[config.mk]
export PLATFORM = sky130hd
export DESIGN_NAME = deserial_frame_flat
export DESIGN_NICKNAME = d
export VERILOG_FILES = /design/src/rtl/deserial_frame_if.sv /design/src/rtl/deserial_frame.sv /design/src/flat_wrapper.sv
export SDC_FILE = /design/constraint.sdc
export NUM_CORES = 1
export LEC_CHECK = 0
export ABC_AREA = 0
export ABC_CLOCK_PERIOD_IN_PS = 3100
export CORE_ASPECT_RATIO = 0.5
export CORE_MARGIN = 8
export CORE_UTILIZATION = 51
export DETAILED_ROUTE_END_ITERATION = 8
export PLACE_DENSITY = 0.79
export SLEW_MARGIN = 20
export SYNTH_ARGS = -nofsm -noshare
export SYNTH_HDL_FRONTEND = slang
export SYNTH_SLANG_ARGS = --single-unit
[constraint.sdc]
create_clock -name clk_i -period 3.1 [get_ports clk_i]
set_input_delay 0.31 -clock clk_i [delete_from_list [all_inputs] [get_ports clk_i]]
set_output_delay 0.31 -clock clk_i [all_outputs]
set_load 0.02 [all_outputs]
[src/rtl/deserial_frame_if.sv]
// Output-side bundle of the frame deserialiser: held payload, its length,
// the valid/ready handshake and the one-cycle error report.
interface deserial_frame_if #(
    parameter int MAX_W = 32,
    parameter int LEN_W = 6
);
    logic [MAX_W-1:0] dat_o;
    logic [LEN_W-1:0] length_o;
    logic             valid_o;
    logic             ready_i;
    logic             err_o;
    logic [1:0]       err_code_o;

    modport master (
        output dat_o, length_o, valid_o, err_o, err_code_o,
        input  ready_i
    );

    modport slave (
        input  dat_o, length_o, valid_o, err_o, err_code_o,
        output ready_i
    );
endinterface

[src/rtl/deserial_frame.sv]
// Delimited serial frame receiver: oversamples an asynchronous clock/data pair,
// strips SOF/EOF and hands the right-aligned payload out over valid/ready.
module deserial_frame #(
    parameter int                MAX_W     = 32,
    parameter int                LEN_W     = 6,
    parameter int                SOF_W     = 4,
    parameter logic [SOF_W-1:0]  SOF       = 4'b1010,
    parameter int                EOF_W     = 4,
    parameter logic [EOF_W-1:0]  EOF       = 4'b0111,
    parameter bit                MSB_FIRST = 1'b1,
    parameter int                TIMEOUT   = 1024
) (
    input  logic          clk_i,
    input  logic          rst_i,
    input  logic          serial_clk,
    input  logic          serial_i,
    deserial_frame_if.master out_if
);
    localparam int SHW   = MAX_W + EOF_W;
    localparam int CNT_W = $clog2(SHW + 1);
    localparam int TMO_W = $clog2(TIMEOUT + 1);

    localparam logic [CNT_W-1:0] EOF_CNT  = CNT_W'(EOF_W);
    localparam logic [CNT_W-1:0] SHW_CNT  = CNT_W'(SHW);
    localparam logic [TMO_W-1:0] TMO_LAST = TMO_W'(TIMEOUT - 1);
    localparam logic [LEN_W-1:0] MAX_LEN  = LEN_W'(MAX_W);

    typedef enum logic {HUNT, RECV} state_t;

    typedef enum logic [1:0] {
        ERR_EMPTY   = 2'b00,
        ERR_OVF     = 2'b01,
        ERR_TMO     = 2'b10,
        ERR_OVERRUN = 2'b11
    } err_t;

    state_t           state_q, state_d;
    logic [1:0]       csync_q, dsync_q;
    logic             cprev_q;
    logic [SHW-1:0]   shreg_q, shreg_d;
    logic [CNT_W-1:0] cnt_q, cnt_d;
    logic [TMO_W-1:0] tmo_q, tmo_d;
    logic             valid_q, valid_d;
    logic [MAX_W-1:0] dat_q, dat_d;
    logic [LEN_W-1:0] len_q, len_d;
    logic             err_q, err_d;
    err_t             err_code_q, err_code_d;

    logic             s_evt, s_bit;
    logic             frm_done, frm_empty, frm_ovf, frm_tmo;
    logic [LEN_W-1:0] frm_len;
    logic [MAX_W-1:0] raw_pl, rev_pl, payload;

    // A sample event is the first cycle the synchronised serial clock reads high.
    assign s_evt = csync_q[1] & ~cprev_q;
    assign s_bit = dsync_q[1];

    // NOTE: sequential state uses non-blocking assignments so every register
    // sees the pre-edge values of the others, independent of statement order.
    always_ff @(posedge clk_i or posedge rst_i) begin
        if (rst_i) begin
            state_q    <= HUNT;
            csync_q    <= '0;
            dsync_q    <= '0;
            cprev_q    <= 1'b0;
            shreg_q    <= '0;
            cnt_q      <= '0;
            tmo_q      <= '0;
            valid_q    <= 1'b0;
            dat_q      <= '0;
            len_q      <= '0;
            err_q      <= 1'b0;
            err_code_q <= ERR_EMPTY;
        end else begin
            state_q    <= state_d;
            csync_q    <= {csync_q[0], serial_clk};
            dsync_q    <= {dsync_q[0], serial_i};
            cprev_q    <= csync_q[1];
            shreg_q    <= shreg_d;
            cnt_q      <= cnt_d;
            tmo_q      <= tmo_d;
            valid_q    <= valid_d;
            dat_q      <= dat_d;
            len_q      <= len_d;
            err_q      <= err_d;
            err_code_q <= err_code_d;
        end
    end

    // NOTE: every signal gets a default before the case so no path leaves it
    // unassigned, which would otherwise infer a latch.
    always_comb begin
        state_d   = state_q;
        cnt_d     = cnt_q;
        tmo_d     = tmo_q;
        shreg_d   = shreg_q;
        frm_done  = 1'b0;
        frm_empty = 1'b0;
        frm_ovf   = 1'b0;
        frm_tmo   = 1'b0;

        if (s_evt) begin
            shreg_d = {shreg_q[SHW-2:0], s_bit};
        end

        case (state_q)
            HUNT: begin
                cnt_d = '0;
                tmo_d = '0;
                if (s_evt && shreg_d[SOF_W-1:0] == SOF) begin
                    state_d = RECV;
                end
            end
            RECV: begin
                if (s_evt) begin
                    cnt_d = cnt_q + 1'b1;
                    tmo_d = '0;
                    // EOF wins over overflow when both land on the same bit.
                    if (cnt_d >= EOF_CNT && shreg_d[EOF_W-1:0] == EOF) begin
                        state_d   = HUNT;
                        frm_empty = (cnt_d == EOF_CNT);
                        frm_done  = (cnt_d != EOF_CNT);
                    end else if (cnt_d == SHW_CNT) begin
                        state_d = HUNT;
                        frm_ovf = 1'b1;
                    end
                end else if (tmo_q == TMO_LAST) begin
                    state_d = HUNT;
                    tmo_d   = '0;
                    frm_tmo = 1'b1;
                end else begin
                    tmo_d = tmo_q + 1'b1;
                end
            end
            default: state_d = HUNT;
        endcase
    end

    // Payload extraction: mask above the length, or mirror within the length.
    always_comb begin
        frm_len = LEN_W'(cnt_d - EOF_CNT);
        raw_pl  = shreg_d[EOF_W +: MAX_W];
        for (int i = 0; i < MAX_W; i++) begin
            rev_pl[i] = raw_pl[MAX_W-1-i];
        end
        if (MSB_FIRST) begin
            payload = raw_pl & ~({MAX_W{1'b1}} << frm_len);
        end else begin
            payload = rev_pl >> (MAX_LEN - frm_len);
        end
    end

    always_comb begin
        valid_d    = valid_q;
        dat_d      = dat_q;
        len_d      = len_q;
        err_d      = 1'b0;
        err_code_d = ERR_EMPTY;

        if (valid_q && out_if.ready_i) begin
            valid_d = 1'b0;
        end

        if (frm_done) begin
            if (valid_q && !out_if.ready_i) begin
                err_d      = 1'b1;
                err_code_d = ERR_OVERRUN;
            end else begin
                valid_d = 1'b1;
                dat_d   = payload;
                len_d   = frm_len;
            end
        end else if (frm_empty) begin
            err_d      = 1'b1;
            err_code_d = ERR_EMPTY;
        end else if (frm_ovf) begin
            err_d      = 1'b1;
            err_code_d = ERR_OVF;
        end else if (frm_tmo) begin
            err_d      = 1'b1;
            err_code_d = ERR_TMO;
        end
    end

    assign out_if.dat_o      = dat_q;
    assign out_if.length_o   = len_q;
    assign out_if.valid_o    = valid_q;
    assign out_if.err_o      = err_q;
    assign out_if.err_code_o = err_code_q;
endmodule

[src/flat_wrapper.sv]
// flat-port wrapper written by rule: the top's interface ports become plain ports
module deserial_frame_flat 
#(
    parameter int                MAX_W     = 32,
    parameter int                LEN_W     = 6,
    parameter int                SOF_W     = 4,
    parameter logic [SOF_W-1:0]  SOF       = 4'b1010,
    parameter int                EOF_W     = 4,
    parameter logic [EOF_W-1:0]  EOF       = 4'b0111,
    parameter bit                MSB_FIRST = 1'b1,
    parameter int                TIMEOUT   = 1024
)
  (clk_i, rst_i, serial_clk, serial_i, out_if_dat_o, out_if_length_o, out_if_valid_o, out_if_err_o, out_if_err_code_o, out_if_ready_i);
  deserial_frame_if #(.MAX_W(MAX_W), .LEN_W(LEN_W)) out_if_i ();
  input  logic clk_i;
  input  logic rst_i;
  input  logic serial_clk;
  input  logic serial_i;
  output wire logic [$bits(out_if_i.dat_o)-1:0] out_if_dat_o;
  output wire logic [$bits(out_if_i.length_o)-1:0] out_if_length_o;
  output wire logic [$bits(out_if_i.valid_o)-1:0] out_if_valid_o;
  output wire logic [$bits(out_if_i.err_o)-1:0] out_if_err_o;
  output wire logic [$bits(out_if_i.err_code_o)-1:0] out_if_err_code_o;
  input wire logic [$bits(out_if_i.ready_i)-1:0] out_if_ready_i;
  assign out_if_dat_o = out_if_i.dat_o;
  assign out_if_length_o = out_if_i.length_o;
  assign out_if_valid_o = out_if_i.valid_o;
  assign out_if_err_o = out_if_i.err_o;
  assign out_if_err_code_o = out_if_i.err_code_o;
  assign out_if_i.ready_i = out_if_ready_i;
  deserial_frame #(.MAX_W(MAX_W), .LEN_W(LEN_W), .SOF_W(SOF_W), .SOF(SOF), .EOF_W(EOF_W), .EOF(EOF), .MSB_FIRST(MSB_FIRST), .TIMEOUT(TIMEOUT)) u_core (.clk_i(clk_i), .rst_i(rst_i), .serial_clk(serial_clk), .serial_i(serial_i), .out_if(out_if_i));
endmodule
======== Word level (Yosys, flattened, before mapping) ========
Index checks and enable logic that the tools add are counted.
word-level totals
  input port bits ......................... 5
  bits in latches ......................... 0
  bits in registers ....................... 101
  RAM bits ................................ 0
  memory bits (read-only) ................. 0
  memories ................................ 0
cells by class
  divide/modulo/power cells ............... 0
  muxes and demuxes ....................... 38
  shifts and indexed selects .............. 1
  $lt $le $gt $ge ......................... 1
  multipliers ............................. 0
  reduce and logical (&&, ||, !) cells .... 6
  equal/unequal tests ..................... 6
  bitwise gates (word level) .............. 6
  add/sub/neg operators ................... 3
operators with widths
  cell                                                                                 count
  36-bit two-way mux                                                                   1
  32-bit bitwise AND                                                                   1
  32-bit inverter                                                                      1
  32-bit by 6-bit << shifter with 32-bit output, first input constant                  1
  1-bit two-way mux                                                                    26
  11-bit two-way mux                                                                   2
  11-bit one-hot mux with 2 select lines                                               1
  6-bit one-hot mux with 2 select lines                                                1
  11-bit by 1-bit adder with 11-bit output, second input constant                      1
  11-bit by 10-bit == test with 1-bit output, second input constant                    1
  2-bit two-way mux                                                                    5
  6-bit by 1-bit adder with 6-bit output, second input constant                        1
  6-bit by 3-bit == test with 1-bit output, second input constant                      1
  6-bit == test, second input constant                                                 1
  6-bit by 3-bit greater-or-equal comparator with 1-bit output, second input constant  1
  6-bit two-way mux                                                                    1
  6-bit by 3-bit inequality test with 1-bit output, second input constant              1
  6-bit by 3-bit subtractor with 6-bit output, second input constant                   1
  4-bit by 3-bit == test with 1-bit output, second input constant                      1
  4-bit == test, second input constant                                                 1
  1-bit logical AND                                                                    4
  1-bit inverter                                                                       3
  1-bit one-hot mux with 2 select lines                                                1
  2-bit AND reduction                                                                  1
  other kinds (2)                                                                      2

======== Longest topological paths before layout ========
  depth after elaboration ................. 11
  gate-level depth with buffers ........... 14
  gate-level depth less buffers ........... 11

======== Worst setup path before layout ========
Ideal clock, no wire load.
  path type ............................... register to register
  start point ............................. register u_core.cnt_q[1]
  end point ............................... register u_core.dat_q[0], in the netlist u_core.out_if.dat_o[0]
  period minus slack after synthesis ...... 2.862 ns
  stages on the path, launching flop included .. 10
  setup slack ............................. 0.238 ns
  path buffers ............................ 1
  arrival time ............................ 2.744 ns
  path through ............................ dfrtp_1 -> ha_1 -> nand3b_1 -> mux2_2 -> ha_1 -> clkbuf_1 -> clkinv_1 -> nor3_1 -> a311oi_1 -> a21o_1
between the ends
  longest elaborated chain between the ends .. 7
  elaborated cells between the ends (all ways) .. 14
  those cells by class .................... 2 x add/sub; 1 x order compare; 1 x eq/ne; 1 x shift; 5 x mux; 2 x bitwise; 2 x reduce/logical
ends and longest elaborated chain
  what                                               line                   text
  from (decl)                                        deserial_frame.sv:41   logic [CNT_W-1:0] cnt_q, cnt_d;
  from (signal assigned)                             deserial_frame.sv:80   cnt_q <= cnt_d;
  6-bit by 1-bit adder with 6-bit output             deserial_frame.sv:116  cnt_d = cnt_q + 1'b1;
  6-bit two-way mux (*)                              deserial_frame.sv:115  if (s_evt) begin
  6-bit one-hot mux with 2 select lines (*)          deserial_frame.sv:106  case (state_q)
  6-bit by 3-bit subtractor with 6-bit output (*)    deserial_frame.sv:141  frm_len = LEN_W'(cnt_d - EOF_CNT);
  net u_core.frm_len[2]                              deserial_frame.sv:51   logic [LEN_W-1:0] frm_len;
  32-bit by 6-bit << shifter with 32-bit output (*)  deserial_frame.sv:147  payload = raw_pl & ~({MAX_W{1'b1}} << frm_len);
  32-bit inverter (*)                                deserial_frame.sv:147
  32-bit bitwise AND (*)                             deserial_frame.sv:147
  to (signal assigned)                               deserial_frame.sv:83   dat_q <= dat_d;
  to (decl)                                          deserial_frame.sv:44   logic [MAX_W-1:0] dat_q, dat_d;
The timed path passes the listed nets; every way through them passes the cells marked *.
A chain may end at the register's enable or synchronous reset.

======== Final worst setup path ========
  start point ............................. register u_core.cnt_q[0]
  end point ............................... register u_core.dat_q[5], in the netlist u_core.out_if.dat_o[5]
Same word-level chain as after synthesis.

==> impl_metrics.env <==
export IMPL_design_die_area_mm2=0.0128
export IMPL_yosysMostFrequentCell="nand2_1"
export IMPL_yosysSeqAreaShare_pct=53.6
export IMPL_wirelength_mm=10.7
export IMPL_crit_top_cell="ha_1"
export IMPL_postSynth_asyncResetShare_pct=100
export IMPL_cts_sinks=101
export IMPL_tightestPinTransition_ns=0.612
export IMPL_peakVddDrop_uv=340
export IMPL_start_kind="flop"
export IMPL_holdBufCountCts=0
export IMPL_ys_top_cells_by_count="121 x nand2_1, 101 x dfrtp_1, 20 x inv_1"
export IMPL_diodes=0
export IMPL_multi_input_area_mm2=0.00196
export IMPL_ys_warn_count=0
export IMPL_cp_cell_sequence="ha_1, nand3b_1, mux2_2, ha_1, clkinv_1, nor3_1, buf_4, nand3_1, a22o_1"
export IMPL_dp_hpwl_mm=7.52
export IMPL_ios=47
export IMPL_timing_fmax_mhz=344
export IMPL_yosys_area_top_type_share_pct=53.6
export IMPL_hp_class="flop to flop"
export IMPL_cp_max_fo=11
export IMPL_required_ns=3.34
export IMPL_drt_met1_wl_mm=5.30
export IMPL_ys_ff_latch=101
export IMPL_die_w_um=152
export IMPL_status="finished clean"
export IMPL_maxCapViolCount=0
export IMPL_crit_path_end_kind="flop"
export IMPL_synth_distinct_cells=59
export IMPL_overflow=0
export IMPL_cts_resized=0
export IMPL_die_height_um=84.0
export IMPL_fin_crit_sh_pct=93.9
export IMPL_grt_max_degree=54
export IMPL_tns_ns=0
export IMPL_crit_buf_inv=2
export IMPL_drc_errors=0
export IMPL_final_core_util_pct=63.4
export IMPL_yosys_most_used_dff="dfrtp_1"
export IMPL_skew_ns=0.00711
export IMPL_initial_core_util_pct=53.3
export IMPL_synth_largest_area_cell="dfrtp_1"
export IMPL_drt_iter0_drc=330
export IMPL_drt_pre_antenna_iters=5
export IMPL_fin_crit_ns=2.91
export IMPL_numCtsBuffers=9
export IMPL_syn_nets=485
export IMPL_ant_nets=0
export IMPL_r2r_start="u_core.cnt_q[0]"
export IMPL_crit_end="u_core.out_if.dat_o[5]"
export IMPL_rsz0062_at_grt="false"
export IMPL_final_nets=529
export IMPL_report_final_setup_viol=0
export IMPL_place_congestion=0.890
export IMPL_maxSlewViolCount=0
export IMPL_power_mw=2.83
export IMPL_wl_met2_mm=4.53
export IMPL_clk_pin_slew_worst_paths_ns=0.06
export IMPL_seq_area_mm2=0.00253
export IMPL_slowest_stage="dfrtp_1"
export IMPL_grt_usage_pct=17.3
export IMPL_leakage_nw=2.72
export IMPL_ff2ff_path_depth=9
export IMPL_grt_pass1_vias=3391
export IMPL_vias=3630
export IMPL_crit_family="adder cells"
export IMPL_reg2reg_slack_ns=0.19
export IMPL_syn_avg_cell_area_um2=9.98
export IMPL_cp_depth=9
export IMPL_wl_met3_um=659
export IMPL_top_layer="met4"
export IMPL_row_count=24
export IMPL_drive_above_1_share_pct=8.81
export IMPL_rr_endpoint="u_core.out_if.dat_o[5]"
export IMPL_fill_cells=711
export IMPL_powerDensity_mw_per_mm2=503
export IMPL_holdWs_ns=0.347
export IMPL_crit_start="u_core.cnt_q[0]"
export IMPL_slew_headroom_pct=59.2
export IMPL_htree_levels=3
export IMPL_hold_violations=0
export IMPL_clk_latency_ns=0.35
export IMPL_wl_per_cell_um=16.7
export IMPL_critical_path_arrival_ns=3.15
export IMPL_postCtsSetupBuffers=0
export IMPL_core_mm2=0.00886
export IMPL_place_ws_ns=0.255
export IMPL_area_growth_pct=19.1
export IMPL_cts_tree="done"
export IMPL_netlist_instances=473
export IMPL_cts_path_max_buffers=2
export IMPL_crit_type="flop to flop"
export IMPL_grt_pass1_wl_mm=17.9
export IMPL_vias_per_cell=5.68
export IMPL_cts_root_buf="clkbuf_16"
export IMPL_cpPeakStageDelay_ns=0.50
export IMPL_syn_area_mm2=0.00472
export IMPL_antenna_found_initial=0
export IMPL_io_buffers=46
export IMPL_synth_edff_count=0
export IMPL_synth_area_leaders="dfrtp_1 54%, nand2_1 9.6%, a22o_1 3.2%"
export IMPL_worst_slack_ns=0.190
## layer usage
layer  vias up  global-route usage (%)
met5         -                       0
met4         0                    5.85
met3        18                    5.11
met2        99                    24.5
met1      1802                    24.6
li1       1711                       -
## layout by cell type (no fill, tap or decap), drive strengths merged, types with 4 or more instances in the layout
| cell | instances |
|---|---|
| xor2 | 6 |
| buf | 14 |
| nand2b | 5 |
| mux2 | 4 |
| a22o | 18 |
| clkdlybuf4s50 | 46 |
| xnor2 | 9 |
| a311oi | 5 |
| dfrtp | 101 |
| o21ai | 14 |
| nand4 | 7 |
| o211ai | 8 |
| a21o | 8 |
| o31ai | 5 |
| nor2b | 10 |
| nor3 | 7 |
| a21oi | 12 |
| inv | 21 |
| clkinv | 4 |
| mux2i | 7 |
| nand3 | 14 |
| ha | 7 |
| clkbuf | 11 |
| nor2 | 18 |
| nand2 | 121 |
## worst register-to-register path, delay by kind of cell (launching register included)
| family | cells | cell delay, ns |
|---|---|---|
| adders and majority gates | 2 | 0.67 |
| and+or+nand+nor | 3 | 0.59 |
| DFF | 1 | 0.50 |
| muxes | 1 | 0.44 |
| buffers and inverters | 2 | 0.41 |
| AOI/OAI and AO/OA | 1 | 0.19 |
## per-stage QoR
step	cell area, um^2	std cells
final	5620	639
after global routing	5620	639
after CTS	5620	639
after detailed placement	5310	623
after global placement	5310	623
after floorplan	4720	473
## report_power, final
part           switching (mW)  internal [mW]  total (mW)
Sequential             0.0586           1.37        1.43
Clock                   0.477          0.704        1.18
Combinational           0.149         0.0647       0.214
Total                   0.685           2.14        2.83
## flip-flops by register name (all words and copies together) (netlist names)
register and flops:
u_core.out_if.dat_o 32, u_core.dsync_q 2, u_core.out_if.err_code_o 2, u_core.out_if.length_o 6, u_core.cnt_q 6, u_core.out_if.valid_o 1, u_core.out_if.err_o 1, u_core.shreg_q 36
u_core.tmo_q 11, u_core.csync_q 2, u_core.state_q 1, u_core.cprev_q 1
## how the worst min path moves through the flow
stage	cells after the start	slack [ns]	start	to
after detailed placement	0	0.33	u_core.dsync_q[0]	u_core.dsync_q[1]
after CTS	0	0.35	u_core.dsync_q[0]	u_core.dsync_q[1]
after floorplan	0	0.33	u_core.csync_q[0]	u_core.csync_q[1]
after global routing	0	0.36	u_core.csync_q[0]	u_core.csync_q[1]
after global placement	0	0.34	u_core.dsync_q[0]	u_core.dsync_q[1]
final	0	0.35	u_core.dsync_q[0]	u_core.dsync_q[1]
## kinds of logic after synthesis
group	after synthesis	share of synthesized area, %
AO/OA/AOI/OAI	90	14.4
adder cells (fa/ha/maj)	7	1.86
multiplexers	11	2.52
XOR/XNOR	15	3.18
buffers and inverters	49	5.12
AND/OR/NAND/NOR	200	19.4
flip-flops	101	53.6
## area by class of cell
type,count,area share [%]
clock buffers,11,4.14
clock inverters,5,1.34
inverters,22,1.51
multi-input cells,323,34.9
flip-flops and latches,101,45.0
well taps,117,2.61
repair buffers,60,10.5
No activity file was read; power rests on OpenSTA's default activity.
